**src/rtl/fetch_pkg.sv**
```systemverilog
// Shared constants for the SRAM-like instruction fetch stage: reset vector,
// transfer size encoding and the {adef, inst, pc} bus layout.
package fetch_pkg;

  localparam logic [31:0] RESET_PC_DEF = 32'h1C00_0000;
  localparam int          PC_W_DEF     = 32;
  localparam int          INST_W_DEF   = 32;
  localparam logic [1:0]  SIZE_WORD    = 2'b10;

  localparam int FS_TO_DS_BUS_W = PC_W_DEF + INST_W_DEF + 1;
  localparam int BUS_PC_LSB     = 0;
  localparam int BUS_INST_LSB   = PC_W_DEF;
  localparam int BUS_ADEF_BIT   = PC_W_DEF + INST_W_DEF;

  // A single-entry FIFO still needs a one-bit pointer.
  function automatic int ptr_w(input int depth);
    return (depth > 1) ? $clog2(depth) : 1;
  endfunction

endpackage

```
**src/rtl/fetch_stage_sramlike_fifo.sv**
```systemverilog
// Synchronous FIFO with clear; a push into a full FIFO is accepted when a pop
// happens in the same cycle. Storage is not reset, only pointers and count.
module sync_fifo
  import fetch_pkg::*;
#(
  parameter int WIDTH = 8,
  parameter int DEPTH = 4
) (
  input  logic                       clk,
  input  logic                       reset,
  input  logic                       clear,
  input  logic                       push,
  input  logic [WIDTH-1:0]           push_data,
  input  logic                       pop,
  output logic [WIDTH-1:0]           pop_data,
  output logic                       full,
  output logic                       empty,
  output logic [$clog2(DEPTH+1)-1:0] count
);

  localparam int PTR_W = ptr_w(DEPTH);
  localparam int CNT_W = $clog2(DEPTH + 1);

  logic [WIDTH-1:0] mem [DEPTH];
  logic [PTR_W-1:0] wr_ptr;
  logic [PTR_W-1:0] rd_ptr;
  logic             do_push;
  logic             do_pop;

  function automatic logic [PTR_W-1:0] next_ptr(input logic [PTR_W-1:0] p);
    return (p == PTR_W'(DEPTH - 1)) ? '0 : p + 1'b1;
  endfunction

  assign full     = (count == CNT_W'(DEPTH));
  assign empty    = (count == '0);
  assign do_pop   = pop && !empty;
  assign do_push  = push && (!full || do_pop);
  assign pop_data = mem[rd_ptr];

  always_ff @(posedge clk) begin
    if (reset || clear) begin
      wr_ptr <= '0;
      rd_ptr <= '0;
      count  <= '0;
    end else begin
      if (do_push) wr_ptr <= next_ptr(wr_ptr);
      if (do_pop)  rd_ptr <= next_ptr(rd_ptr);
      case ({do_push, do_pop})
        2'b10:   count <= count + 1'b1;
        2'b01:   count <= count - 1'b1;
        default: count <= count;
      endcase
    end
  end

  always_ff @(posedge clk) begin
    if (do_push && !clear) mem[wr_ptr] <= push_data;
  end

endmodule

```
**src/rtl/fetch_stage_sramlike.sv**
```systemverilog
// Instruction fetch over a split-transaction SRAM-like bus with several requests
// in flight. Optional macro FETCH_ADEF_EN reports misaligned fetch PCs as adef.
module fetch_stage_sramlike
  import fetch_pkg::*;
#(
  parameter int              PC_W      = PC_W_DEF,
  parameter logic [PC_W-1:0] RESET_PC  = PC_W'(RESET_PC_DEF),
  parameter int              INST_W    = INST_W_DEF,
  parameter int              MAX_OUTST = 2,
  parameter int              IQ_DEPTH  = 4
) (
  input  logic                     clk,
  input  logic                     reset,
  input  logic                     ds_allowin,
  input  logic                     br_taken,
  input  logic [PC_W-1:0]          br_target,
  input  logic                     flush,
  input  logic [PC_W-1:0]          flush_pc,
  output logic                     fs_to_ds_valid,
  output logic [PC_W+INST_W:0]     fs_to_ds_bus,
  output logic                     inst_sram_req,
  output logic                     inst_sram_wr,
  output logic [1:0]               inst_sram_size,
  output logic [PC_W-1:0]          inst_sram_addr,
  output logic [INST_W-1:0]        inst_sram_wdata,
  input  logic                     inst_sram_addr_ok,
  input  logic                     inst_sram_data_ok,
  input  logic [INST_W-1:0]        inst_sram_rdata
);

  localparam int BUS_W  = PC_W + INST_W + 1;
  localparam int OCNT_W = $clog2(MAX_OUTST + 1);
  localparam int QCNT_W = $clog2(IQ_DEPTH + 1);

  logic [PC_W-1:0]   pf_pc;
  logic [OCNT_W-1:0] outst;
  logic [OCNT_W-1:0] discard_cnt;
  logic [QCNT_W-1:0] iq_cnt;
  logic [PC_W-1:0]   pend_pc;
  logic              pend_full;
  logic              pend_empty;
  logic              iq_full;
  logic              iq_empty;
  logic [BUS_W-1:0]  iq_push_data;
  logic              redirect;
  logic              room;
  logic              fetch_ok;
  logic              adef_push;
  logic              hs;
  logic              resp;
  logic              resp_keep;
  logic              iq_push;
  logic              iq_pop;

  assign redirect = flush || br_taken;
  // Counting queued plus in-flight entries reserves a slot for every live response.
  assign room     = (32'(outst) + 32'(iq_cnt)) < 32'(IQ_DEPTH);

`ifdef FETCH_ADEF_EN
  logic adef_done;
  logic pc_misaligned;

  assign pc_misaligned = (pf_pc[1:0] != 2'b00);
  assign fetch_ok      = !pc_misaligned;
  assign adef_push     = pc_misaligned && !adef_done && !redirect &&
                         (outst == '0) && (discard_cnt == '0) && !iq_full;

  always_ff @(posedge clk) begin
    if (reset || redirect) adef_done <= 1'b0;
    else if (adef_push)    adef_done <= 1'b1;
  end
`else
  assign fetch_ok  = 1'b1;
  assign adef_push = 1'b0;
`endif

  assign inst_sram_req   = !reset && !redirect && !pend_full && room && !iq_full && fetch_ok;
  assign inst_sram_wr    = 1'b0;
  assign inst_sram_size  = SIZE_WORD;
  assign inst_sram_addr  = pf_pc;
  assign inst_sram_wdata = '0;

  assign hs        = inst_sram_req && inst_sram_addr_ok;
  assign resp      = inst_sram_data_ok && !pend_empty;
  assign resp_keep = resp && (discard_cnt == '0) && !redirect;
  assign iq_push   = resp_keep || adef_push;
  assign iq_pop    = !iq_empty && ds_allowin && !redirect;
  assign iq_push_data = adef_push ? {1'b1, {INST_W{1'b0}}, pf_pc}
                                  : {1'b0, inst_sram_rdata, pend_pc};

  assign fs_to_ds_valid = !iq_empty;

  sync_fifo #(.WIDTH(PC_W), .DEPTH(MAX_OUTST)) u_pend_fifo (
    .clk       (clk),
    .reset     (reset),
    .clear     (1'b0),
    .push      (hs),
    .push_data (pf_pc),
    .pop       (resp),
    .pop_data  (pend_pc),
    .full      (pend_full),
    .empty     (pend_empty),
    .count     (outst)
  );

  sync_fifo #(.WIDTH(BUS_W), .DEPTH(IQ_DEPTH)) u_inst_queue (
    .clk       (clk),
    .reset     (reset),
    .clear     (redirect),
    .push      (iq_push),
    .push_data (iq_push_data),
    .pop       (iq_pop),
    .pop_data  (fs_to_ds_bus),
    .full      (iq_full),
    .empty     (iq_empty),
    .count     (iq_cnt)
  );

  always_ff @(posedge clk) begin
    if (reset)         pf_pc <= RESET_PC;
    else if (flush)    pf_pc <= flush_pc;
    else if (br_taken) pf_pc <= br_target;
    else if (hs)       pf_pc <= pf_pc + PC_W'(4);
  end

  // Everything still in flight at a redirect belongs to the old stream.
  always_ff @(posedge clk) begin
    if (reset)                              discard_cnt <= '0;
    else if (redirect)                      discard_cnt <= outst - OCNT_W'(resp);
    else if (resp && (discard_cnt != '0))   discard_cnt <= discard_cnt - 1'b1;
  end

  data_ok_has_request: assert property (@(posedge clk) disable iff (reset)
    inst_sram_data_ok |-> !pend_empty);

endmodule

```
**config.mk**
```make
export PLATFORM = sky130hd
export DESIGN_NAME = fetch_stage_sramlike
export DESIGN_NICKNAME = d
export VERILOG_FILES = /design/src/rtl/fetch_pkg.sv /design/src/rtl/fetch_stage_sramlike_fifo.sv /design/src/rtl/fetch_stage_sramlike.sv
export SDC_FILE = /design/constraint.sdc
export NUM_CORES = 1
export LEC_CHECK = 0
export CAP_MARGIN = 20
export CORE_MARGIN = 2
export CORE_UTILIZATION = 30
export DETAILED_ROUTE_END_ITERATION = 10
export GPL_ROUTABILITY_DRIVEN = 0
export PLACE_DENSITY = 0.63
export SKIP_CTS_REPAIR_TIMING = 1
export SLEW_MARGIN = 10
export SYNTH_ARGS = -nofsm -noshare
export SYNTH_HDL_FRONTEND = slang
export SYNTH_SLANG_ARGS = --single-unit
```
**constraint.sdc**
```tcl
create_clock -name clk -period 3.1 [get_ports clk]
set_input_delay 0.31 -clock clk [delete_from_list [all_inputs] [get_ports clk]]
set_output_delay 0.31 -clock clk [all_outputs]
set_load 0.01 [all_outputs]
```
Yosys cells after proc, flatten, opt, wreduce, memory -nomap -nowiden
Memory sizes are Yosys's and may differ from the RTL's. A register that Yosys moved wholly into a read port is not among the register bits.
Index checks and enable logic that the tools add are counted.
{"block": "word_totals", "mem_bits_rw": 320, "out_inout_bits": 134, "word_cells": 84, "latch_bits": 0, "rom_bits": 0, "n_memories": 2, "inputBits": 103, "ff_bits": 45}
{"block": "classes", "add_sub_neg": 12, "multipliers": 0, "eq_ne": 8, "bitwise": 0, "magnitude_cmp": 1, "n_mux": 19, "n_reduce_logical": 34, "n_div": 0, "n_shift": 0}
{"memory": "u_inst_queue.mem", "words": 4, "width": 64, "read_ports": 1, "rd_clocked_by_memory_dff": 1, "wr": 1, "line_no": "fetch_stage_sramlike_fifo.sv:24", "text": "logic [WIDTH-1:0] mem [DEPTH];"}
{"memory": "u_pend_fifo.mem", "words": 2, "width": 32, "read_ports": 1, "rd_clocked_by_memory_dff": 1, "wr": 1, "line_no": "fetch_stage_sramlike_fifo.sv:24"}
{"cell": "$mux W32", "n": 3}
{"cell": "$add A32 B3 Y32 const B", "n": 1}
{"cell": "$logic_and A1 B1 Y1", "n": 16}
{"cell": "$mux W2", "n": 6}
{"cell": "$eq A2 B2 Y1 const B", "n": 5}
{"cell": "$mux W1", "n": 8}
{"cell": "$reduce_bool A2 Y1", "n": 4}
{"cell": "$add A2 B1 Y2 const B", "n": 3}
{"cell": "$logic_not A1 Y1", "n": 6}
{"cell": "$pmux W3 S2", "n": 1}
{"cell": "$add A2 B3 Y4", "n": 1}
{"cell": "$eq A2 B1 Y1 const B", "n": 2}
{"cell": "$logic_not A2 Y1", "n": 2}
{"cell": "$logic_or A1 B1 Y1", "n": 4}
{"cell": "$lt A4 B3 Y1 const B", "n": 1}
{"cell": "$pmux W2 S2", "n": 1}
{"cell": "$sub A2 B1 Y2 const B", "n": 2}
{"cell": "$add A3 B1 Y3 const B", "n": 1}
{"cell": "$eq A3 B3 Y1 const B", "n": 1}
{"cell": "$logic_not A3 Y1", "n": 1}
{"cell": "$reduce_bool A3 Y1", "n": 1}
{"cell": "$sub A3 B1 Y3 const B", "n": 1}
{"cell": "$add A1 B1 Y1 const B", "n": 2}
{"cell": "$sub A2 B1 Y2", "n": 1}

Depth between registers and ports, before layout
Gate-level depths: netlist of the first run.
{"block": "logic_depth", "word_depth": 10, "mapped_depth": 9, "depth_no_buf": 9}

Modules after synthesis
Synthesis of the first run repeated with hierarchy kept, for this count alone.
{"block": "hier_totals", "hier_cells": 902, "area_unflattened_um2": 15315.9}
{"mod": "sync_fifo at u_inst_queue", "cells_each": 403, "instances": 1, "seq_area_each_um2": 7987.7, "area_each_um2": 9959.6}
{"mod": "fetch_stage_sramlike", "cells_each": 370, "instances": 1, "seq_area_each_um2": 680.7, "area_each_um2": 2786.4}
{"mod": "sync_fifo at u_pend_fifo", "cells_each": 129, "instances": 1, "seq_area_each_um2": 2021.9, "area_each_um2": 2570.0}

Worst setup path after synthesis of the first run
Ideal clock, no wire load.
{"block": "synth_timing", "path_kind": "reg-to-reg", "start": "reg u_pend_fifo.count[1]", "end": "mem u_pend_fifo.mem[0][0] in the netlist's numbering, enable pin", "period_less_slack_ns": 3.325, "path_slack_ns": -0.225, "n_path_buf": 0, "arrival_time_ns": 2.904, "required_time_ns": 2.679, "stages_incl_launch_ff": 6, "setup_ns": 0.421, "path_cell_list": "dfxtp_1 -> ha_1 -> and3_1 -> nor3_1 -> nand4_1 -> nor2_1"}
{"block": "synth_between", "elab_chain_len": 9, "word_cells_on_any_way": 16, "classes_between": "add/sub: 1; order compare: 1; eq/ne: 1; mux: 2; reduce/logical: 11"}
{"element": "start: declaration", "line_no": "fetch_stage_sramlike_fifo.sv:18", "text": "output logic [$clog2(DEPTH+1)-1:0] count"}
{"element": "start signal: assignment", "line_no": "fetch_stage_sramlike_fifo.sv:49", "text": "2'b10: count <= count + 1'b1;"}
{"element": "start signal: assignment", "line_no": "fetch_stage_sramlike_fifo.sv:50", "text": "2'b01: count <= count - 1'b1;"}
{"element": "start signal: assignment", "line_no": "fetch_stage_sramlike_fifo.sv:51", "text": "default: count <= count;"}
{"element": "branches (longest 6 deep; another with $add A2 B3 Y4)"}
{"element": "$logic_and A1 B1 Y1 (*)", "line_no": "fetch_stage_sramlike_fifo.sv:37", "text": "assign do_push = push && (!full || do_pop);"}
{"element": "$mux W1 (*)", "line_no": "fetch_stage_sramlike_fifo.sv:57", "text": "if (do_push && !clear) mem[wr_ptr] <= push_data;"}
{"element": "$mux W1 (implied by the code) (*)", "line_no": "fetch_stage_sramlike_fifo.sv:57"}
{"element": "end: declaration", "line_no": "fetch_stage_sramlike_fifo.sv:24"}
Every way passes the cells marked *.

Worst setup path after layout of the first run
{"block": "layout_timing", "start": "reg u_pend_fifo.count[1]", "end": "out inst_sram_req"}
{"block": "layout_between", "elab_chain_len": 5, "word_cells_on_any_way": 7, "classes_between": "add/sub: 1; order compare: 1; eq/ne: 1; reduce/logical: 4"}
{"element": "branches (longest 3 deep; another with $add A2 B3 Y4)"}
{"element": "$logic_and A1 B1 Y1 (*) (2 in a row)", "line_no": "fetch_stage_sramlike.sv:77", "text": "assign inst_sram_req = !reset && !redirect && !pend_full && room && !iq_full && fetch_ok;"}
{"element": "end: declaration", "line_no": "fetch_stage_sramlike.sv:21", "text": "output logic inst_sram_req,"}
Marks and branches as above.

==> flow_summary.ini, run 1 <==
[floorplan]
core_area_mm2 = 0.0491
dieArea_mm2 = 0.0516
ios = 237
initial_utilization = 0.305
fp-row-count = 81
die_x_um = 227
die_y_um = 227

[final_layout]
drive_gt1_frac = 0.185
nets = 1223
layout_commonest_cell = edfxtp_1
final_area_mm2 = 0.0192
area_delta_synth_final_pct = 28.6
layout_common_cells = edfxtp_1, clkdlybuf4s50_1, mux4_2
num-fill-cells = 4570

[sta]
max_freq_mhz = 341
hold_viol = 0
finalSetupTns_ns = 0
setup_viol = 0
finalCriticalPeriod_ns = 2.94
timing.final.crit_share = 0.947
max_slew.worst_pin.slew_ns = 0.903
clock-skew-final_ns = 0.0194
slew_headroom = 0.398
slew_violations = 0
grt_setup_unrepaired = no

[grt]
grt_max_degree = 36
grtUsageTotal = 0.152
grt_first_pass_wirelength_um = 57500
grt_overflow = 0
grt_pass1_vias = 8720
antenna_found_initial = 1

[routing]
post_drt_wl_per_cell_um = 21.7
viasPerCell = 4.85
drtAntennaViolNets = 0
drtPass1Iterations = 5
vias = 8756
drc = 0
drt_iter0_markers = 666
wl_um = 39200

[worst_hold_path]
hold_depth = 3
hold_path_end = inst_sram_addr[25]$_SDFFE_PP0P_
min_from = flush_pc[25]
hold_path.class = in -> reg

[logic_synthesis]
synth_top_family_by_area = multiplexers
synth_edf_count = 320
synthSimpleGateAreaFrac = 0.0487
muxShareOfSynthArea = 0.127
syn_avg_cell_area_um2 = 17.1
syn_inst = 874
synth_ff_type = edfxtp_1
yosysUniqueCellTypes = 65
ys_ff_latch = 368
async_flop_share = 0
synth_adder_area_share = 0.00971
syn_area_mm2 = 0.0150
yosysSeqAreaShare = 0.707
synthesis.yosys.warnings = 0
synthXorXnorAreaFrac = 0.00996
synth_compound_area_frac = 0.0621

[pwr]
p_leak_uw = 0.00616
p_per_area_mw_per_mm2 = 561
ir_drop_v = 0.000329

[placement]
postPlaceCellArea_mm2 = 0.0180
hpwl_um = 26700
io_buffers = 200

[clocking]
clock-sinks = 368
cts_made_buffers = 39
htreeDepth = 2
clkTransAtPathRegs_ns = 0.06
clock_latency_ns = 0.56
clk_path_buf_depth = 3
cts-root-buf = clkbuf_16
cts_tree = built

[setup_path]
rr_worst_depth = 6
r2r_slack_ns = 0.47
endpoint_kind = primary output
required_ns = 2.79
max_stage_delay_ns = 0.56
crit_chain = ha_1 -> and3_1 -> nor3_2 -> nor2b_1 -> clkdlybuf4s50_1
critPathArrivalTime_ns = 2.63
critical_path_class = reg -> out
r2r-end = inst_sram_addr[16]$_SDFFE_PP0P_
timing.rr.start = u_pend_fifo.count[1]$_SDFFE_PP0P_
worst_path_max_delay_cell = clkdlybuf4s50_1
cp-start-kind = flop
crit_start = u_pend_fifo.count[1]$_SDFFE_PP0P_
worstPathMaxFanout = 8

[run_status]
status = finished, final reports clean

[flow_run]
max_cap_violations = 0
[state kept, by name (all words and copies together), names as in the netlist, named ones only]
name	count
discard_cnt	2
u_pend_fifo.mem	64
u_pend_fifo.count	2
u_inst_queue.mem	256
u_pend_fifo.wr_ptr	1
inst_sram_addr	32
u_inst_queue.rd_ptr	2
u_pend_fifo.rd_ptr	1
u_inst_queue.wr_ptr	2
u_inst_queue.count	3
[routing by layer]
| layer | wire [um] | vias to the layer above | global-route usage |
|---|---|---|---|
| li1 | - | 3896 | - |
| met1 | 17800 | 4475 | 0.215 |
| met2 | 18200 | 342 | 0.241 |
| met3 | 2520 | 41 | 0.0307 |
| met4 | 578 | 2 | 0.0367 |
| met5 | 13 | - | 0 |
[stage by stage]
step                 util  cells  setup slack, ns  power (uW)  hold WS [ns]
floorplan               -    908           -0.225        5930         0.409
global placement    0.366   1732            0.573        6300         0.469
detailed placement  0.366   1732            0.515        6310         0.484
CTS                 0.392   1803           0.0535       10900         0.325
global route        0.392   1803           0.0307       11200         0.376
finish              0.392   1804            0.163       10800         0.346
[cell type report]
class / count / area [um2] / area share
sequential: 368 / 10600 / 0.550
multi-input combinational: 441 / 4030 / 0.210
timing repair buffer: 238 / 2440 / 0.127
clock buffer: 46 / 1000 / 0.0521
tap: 664 / 831 / 0.0432
clock inverter: 25 / 262 / 0.0136
inverter: 21 / 78.8 / 0.00410
antenna: 1 / 2.50 / 0.000130
[logic make-up (layout without fill, tap and decap cells)]
family,after synthesis,after routing
xor+xnor,17,17
compound gates,135,135
other cells,2,37
simple gates,136,136
fa+ha+maj,11,11
buf+inv,99,330
mux,106,106
flops,368,368
[how the worst max path moves through the flow]
stage,end
final,inst_sram_req
after global routing,inst_sram_req
after CTS,inst_sram_req
after detailed placement,inst_sram_addr[16]$_SDFFE_PP0P_
after global placement,inst_sram_addr[16]$_SDFFE_PP0P_
after floorplan,u_pend_fifo.mem[0][0]$_DFFE_PP_
[synthesized netlist by cell type, types with 10 or more instances]
master	number	area (um2)
edfxtp_1	320	9610
mux2_2	33	372
clkbuf_1	26	97.6
a21oi_1	39	195
xnor2_1	12	105
ha_1	10	125
nand4_1	13	81.3
dfxtp_1	48	961
buf_4	37	278
nor2_1	34	128
o21ai_0	18	90.1
a211oi_1	14	105
nand3_1	12	60.1
inv_1	20	75.1
mux4_2	64	1440
nand2_1	23	86.3
[report_power, final]
group | internal [uW] | total [uW] | switching [uW]
Clock | 2670 | 4580 | 1910
Sequential | 5450 | 5540 | 91.8
Combinational | 328 | 662 | 334
Total | 8450 | 10800 | 2330
[worst max-delay path: cells and delay by family, from the launching register on]
kind	cells	cell delay (ns)
flip-flops	1	0.47
adder cells (fa/ha/maj)	1	0.27
AND/OR/NAND/NOR	3	0.77
buffers and inverters	1	0.56
(Power assumes the default switching activity.)
==> run 2: changes to the inputs <==
GPL_TIMING_DRIVEN = 0   (was unset)
HOLD_SLACK_MARGIN = 0.08   (was unset)
==> run 2 against run 1 <==
Against the previous run:
- clock power is 2% higher
- routed wire length grew 0.37%
- maximum frequency fell by 0.64%
- worst hold slack lost 0.16 ns
- largest cell class unchanged
==> flow_summary.ini, run 2 (synthesized netlist as in run 1, its figures left out) <==
[setup_path]
critPathMostFrequentCell = clkdlybuf4s50_1
r2r-end = u_pend_fifo.mem[0][12]$_DFFE_PP_
critPathArrivalTime_ns = 2.65
crit_chain = clkdlybuf4s50_1 -> clkbuf_1 -> nor2_1 -> clkbuf_2 -> nand2_2 -> nor2b_1 -> clkdlybuf4s50_1
cp-start-kind = input port
endpoint_kind = primary output
worst_path_max_delay_cell = clkdlybuf4s50_1
worstPathMaxFanout = 10
critical_path_class = in -> out
rr_worst_depth = 6
critPathTopFamily = buffers and inverters
required_ns = 2.79
cp_num_buf_inv = 4
max_stage_delay_ns = 0.57
r2r_slack_ns = 0.24
timing.rr.start = u_inst_queue.count[1]$_SDFFE_PP0P_

[worst_hold_path]
min_from = reset
hold_depth = 2
hold_path.class = in -> reg
hold_path_end = inst_sram_addr[20]$_SDFFE_PP0P_

[routing]
wl_met2_um = 18700
m1WireLength_um = 16600
drtAntennaViolNets = 0
route.met3.wl_um = 2960
post_drt_wl_per_cell_um = 21.2
top_layer = met4
drtPass1Iterations = 5
wl_um = 39300
drc = 0
viasPerCell = 4.82
drt_iter0_markers = 732
vias = 8933

[pwr]
ir_drop_v = 0.000291
p_leak_uw = 0.00633
p_per_area_mw_per_mm2 = 560

[clocking]
cts_tree = built
cts_made_buffers = 41
htreeDepth = 2
clock_latency_ns = 0.56
cts-root-buf = clkbuf_16
clkTransAtPathRegs_ns = 0.05
clk_path_buf_depth = 3
clock-sinks = 368

[grt]
grtUsageTotal = 0.152
grt_overflow = 0
antenna_found_initial = 0
grt_first_pass_wirelength_um = 57400
grt_max_degree = 45
grt_pass1_vias = 8954

[sta]
max_slew.worst_pin.slew_ns = 0.804
hold_viol = 0
setup_viol = 0
finalCriticalPeriod_ns = 2.96
max_freq_mhz = 338
grt_setup_unrepaired = no
clock-skew-final_ns = 0.0109
slew_headroom = 0.457
timing.final.crit_share = 0.953
post-route-worst-setup-slack_ns = 0.144
slew_violations = 0

[final_layout]
drive_gt1_frac = 0.198
final_area_mm2 = 0.0194
insertedDiodeCount = 0
area_delta_synth_final_pct = 29.8
num-fill-cells = 4573
largest_register_ffs = 256
fin_util = 0.396
layout_commonest_cell = edfxtp_1
layout_common_cells = edfxtp_1, clkdlybuf4s50_1, mux4_2
nets = 1271
regMostFlops = u_inst_queue.mem

[floorplan]
die_x_um = 227
fp-row-count = 81
dieArea_mm2 = 0.0516
core_area_mm2 = 0.0491
initial_utilization = 0.305
ios = 237
die_y_um = 227

[placement]
io_buffers = 199
hpwl_um = 27000
postPlaceCellArea_mm2 = 0.0181
pre_cts_ws_ns = -0.162

[run_status]
status = finished, final reports clean

[flow_run]
max_cap_violations = 0
-- run 2: changes by cell type in the layout (fill, tap and decap cells not counted), moves of 4 or more --
cell       before  now
clkbuf_16      39   43
buf_1           0    6
clkbuf_1        7   28
buf_12         12    2
buf_4          26   38
buf_16          0    4
buf_2           0    7
clkbuf_2        0    6
-- run 2: cell type report --
class,instances,area (um2),area share
buffer,76,447,0.0230
clock buffer,53,1120,0.0579
clock inverter,23,164,0.00844
inverter,21,78.8,0.00406
multi-input combinational,441,4030,0.207
sequential,368,10600,0.545
tap,664,831,0.0428
timing repair buffer,208,2170,0.112
-- run 2: worst reg2reg max path, stage by stage (launching register included) --
cell and delay (ns):
dfxtp_1 0.42, ha_1 0.27, and3_1 0.26, nor3_4 0.28, nand4_1 0.49, nor2_4 0.57, buf_12 0.25
-- run 2: per-layer routing --
metal,vias to the layer above,global-route usage
met5,-,0
met4,0,0.0529
met3,61,0.0329
met2,376,0.251
met1,4504,0.199
li1,3992,-
-- run 2: worst max path at each step --
stage	from	depth (start not counted)	slack, ns	to
after floorplan	u_pend_fifo.count[1]$_SDFFE_PP0P_	5	-0.23	u_pend_fifo.mem[0][0]$_DFFE_PP_
after global placement	u_pend_fifo.count[1]$_SDFFE_PP0P_	5	-1.85	u_pend_fifo.mem[1][12]$_DFFE_PP_
after detailed placement	br_taken	6	-0.16	u_inst_queue.mem[1][60]$_DFFE_PP_
after CTS	flop	4	-0.64	fs_to_ds_bus[17]
after global routing	flush	7	0.02	inst_sram_req
final	flush	7	0.14	inst_sram_req
-- run 2: report_power, final --
| group | total [uW] | switching [uW] | leakage (uW) | internal (uW) |
|---|---|---|---|---|
| sequential | 5540 | 85.8 | 0.00329 | 5450 |
| combinational | 692 | 349 | 0.00240 | 343 |
| clock | 4650 | 1930 | 0.000634 | 2720 |
| total | 10900 | 2360 | 0.00633 | 8520 |
-- run 2: through the flow --
| stage | total power [uW] | setup TNS (ns) | hold slack, ns | cells |
|---|---|---|---|---|
| finish | 10900 | 0 | 0.186 | 1854 |
| global route | 11300 | 0 | 0.172 | 1854 |
| CTS | 11000 | -35.54 | 0.152 | 1853 |
| detailed placement | 6330 | -26.46 | 0.491 | 1777 |
| global placement | 6310 | -364.72 | 0.475 | 1771 |
| floorplan | 5930 | -14.40 | 0.409 | 908 |
==> run 3: changes to the inputs <==
ABC_AREA = 1   (was unset)
==> run 3 against run 2 <==
Against the previous run:
- critical path depth stayed put
- clock power hardly changed
- setup slack worse by 0.078 ns
- sequential power hardly changed
- sequential share of layout area is 1.8 points lower
- count of clock-buffer cells in the layout is 3 lower
- utilization is 0.25 points lower
- routed wire length is 6.2% higher
- worst hold slack better by 0.17 ns
- sequential cell count stayed put
- clock skew is 0.012 ns higher
- register-to-register slack better by 0.23 ns
- critical endpoint is now fs_to_ds_bus[24]
- largest power group unchanged
- highest routed layer unchanged
==> flow_summary.ini, run 3 <==
[run_status]
status = finished, final reports clean

[routing]
wl_met2_um = 19600
drt_iter0_markers = 669
drtAntennaViolNets = 0
wl_um = 41700
top_layer = met4
post_drt_wl_per_cell_um = 17.9
drtPass1Iterations = 5
drc = 0
viasPerCell = 4.65
vias = 10869
m1WireLength_um = 17800
route.met3.wl_um = 3210

[setup_path]
r2r-end = u_inst_queue.mem[3][44]$_DFFE_PP_
max_stage_delay_ns = 0.60
cp-start-kind = flop
required_ns = 2.79
rr_worst_depth = 7
critical_path_class = reg -> out
endpoint_kind = primary output
critPathArrivalTime_ns = 2.72
worstPathMaxFanout = 10
r2r_slack_ns = 0.47
timing.rr.start = u_pend_fifo.count[1]$_SDFFE_PP0P_
crit_chain = clkbuf_4 -> inv_1 -> clkbuf_4 -> clkbuf_2 -> nor2_1 -> o22ai_1 -> clkdlybuf4s50_1
worst_path_max_delay_cell = clkdlybuf4s50_1
critPathMostFrequentCell = clkbuf_4

[sta]
max_slew.worst_pin.slew_ns = 0.818
hold_viol = 0
max_freq_mhz = 330
setup_viol = 0
clock-skew-final_ns = 0.0228
slew_violations = 0
slew_headroom = 0.454
timing.final.crit_share = 0.978
finalCriticalPeriod_ns = 3.03
grt_setup_unrepaired = yes

[logic_synthesis]
ys_ff_latch = 368
syn_inst = 1339
synth_area_leader_cell = edfxtp_1
synthesis.yosys.warnings = 0
yosysSeqAreaShare = 0.686
yosys-top-cells-count = edfxtp_1, nor2_1, nand2_1, o21ai_0, a21oi_1
async_flop_share = 0
synth_area_leaders = edfxtp_1, dfxtp_1, nor2_1, o21ai_0, nand2_1
syn_area_mm2 = 0.0154
synth_top_area_frac = 0.624
syn_avg_cell_area_um2 = 11.5
yosysMostFrequentCell = edfxtp_1
yosysUniqueCellTypes = 38
synth_ff_type = edfxtp_1
synth_edf_count = 320

[floorplan]
core_area_mm2 = 0.0510
dieArea_mm2 = 0.0532
fp-row-count = 83
die_x_um = 231
ios = 237
die_y_um = 231
initial_utilization = 0.302

[clocking]
clkTransAtPathRegs_ns = 0.06
clock-sinks = 368
cts-root-buf = clkbuf_16
clock_latency_ns = 0.56
cts_tree = built
clk_path_buf_depth = 3
htreeDepth = 2
cts_made_buffers = 40

[final_layout]
insertedDiodeCount = 0
nets = 1741
layout_common_cells = edfxtp_1, nor2_1, clkdlybuf4s50_1
drive_gt1_frac = 0.117
area_delta_synth_final_pct = 30.2
regMostFlops = u_inst_queue.mem
final_area_mm2 = 0.0201
largest_register_ffs = 256
num-fill-cells = 4812
layout_commonest_cell = edfxtp_1

[pwr]
p_per_area_mw_per_mm2 = 542
ir_drop_v = 0.000327
finalPower_uw = 10900
p_leak_uw = 0.00699

[worst_hold_path]
hold_path_end = inst_sram_addr[0]$_SDFFE_PP0P_
hold_path.class = in -> reg
hold_depth = 3
min_from = flush_pc[0]

[placement]
hpwl_um = 28900
postPlaceCellArea_mm2 = 0.0187
io_buffers = 200

[grt]
grt_max_degree = 28
grtUsageTotal = 0.153
grt_overflow = 0
grt_first_pass_wirelength_um = 61700
antenna_found_initial = 0
grt_pass1_vias = 10814

[flow_run]
max_cap_violations = 0
## run 3: stage by stage
stage	utilization	setup WS (ns)	setup TNS, ns	hold WS (ns)	std cells
global route	0.393	-0.132	-1.40	0.334	2336
global placement	0.360	-4.11	-1096.49	0.437	2253
finish	0.393	0.0667	0	0.358	2336
detailed placement	0.367	-0.122	-4.80	0.458	2265
floorplan	-	-1.03	-264.57	0.387	1373
CTS	0.391	-0.480	-21.03	0.326	2336
## run 3: area by class of cell
cell class | count | area, um2 | area share
sequential | 368 | 10600 | 0.527
multi-input combinational | 858 | 4330 | 0.216
timing repair buffer | 212 | 2270 | 0.113
clock buffer | 50 | 1050 | 0.0523
tap | 680 | 851 | 0.0424
buffer | 103 | 603 | 0.0301
clock inverter | 21 | 216 | 0.0108
inverter | 44 | 165 | 0.00824
## run 3: worst max path at each step
stage                                      startpoint                                end  slack, ns  cells past startpoint
floorplan           u_pend_fifo.count[1]$_SDFFE_PP0P_   u_inst_queue.mem[0][0]$_DFFE_PP_      -1.03                      5
global placement                                flush  u_inst_queue.mem[3][42]$_DFFE_PP_      -4.11                      7
detailed placement                              flush  u_inst_queue.mem[3][42]$_DFFE_PP_      -0.12                      9
CTS                                              flop                   fs_to_ds_bus[20]      -0.48                      5
global route                                     flop                   fs_to_ds_bus[28]      -0.13                      5
finish                                           flop                   fs_to_ds_bus[24]       0.07                      7
## run 3: logic make-up after synthesis
kind of cell    count (synthesis)  share of synthesized area
flops                         368                      0.686
buf+inv                       147                     0.0466
fa+ha+maj                      11                    0.00942
xor+xnor                       12                    0.00683
compound gates                298                      0.104
simple gates                  469                      0.123
mux                            32                     0.0234
other cells                     2                   0.000488
## run 3: critical path: cells and delay by family, from the launching register on
| kind | cells | cell delay [ns] |
|---|---|---|
| flip-flops | 1 | 0.35 |
| AO/OA/AOI/OAI | 1 | 0.27 |
| AND/OR/NAND/NOR | 1 | 0.06 |
| buffers and inverters | 5 | 1.50 |
## run 3: power by group
group | leakage [uW] | switching [uW] | total, uW | internal (uW)
combinational | 0.00309 | 349 | 695 | 346
clock | 0.000615 | 1890 | 4630 | 2730
sequential | 0.00328 | 98.0 | 5550 | 5460
## run 3: per-layer routing
metal,track usage,up-vias
li1,-,5266
met3,0.0400,59
met1,0.188,5164
met5,0,-
met2,0.258,380
met4,0.0565,0
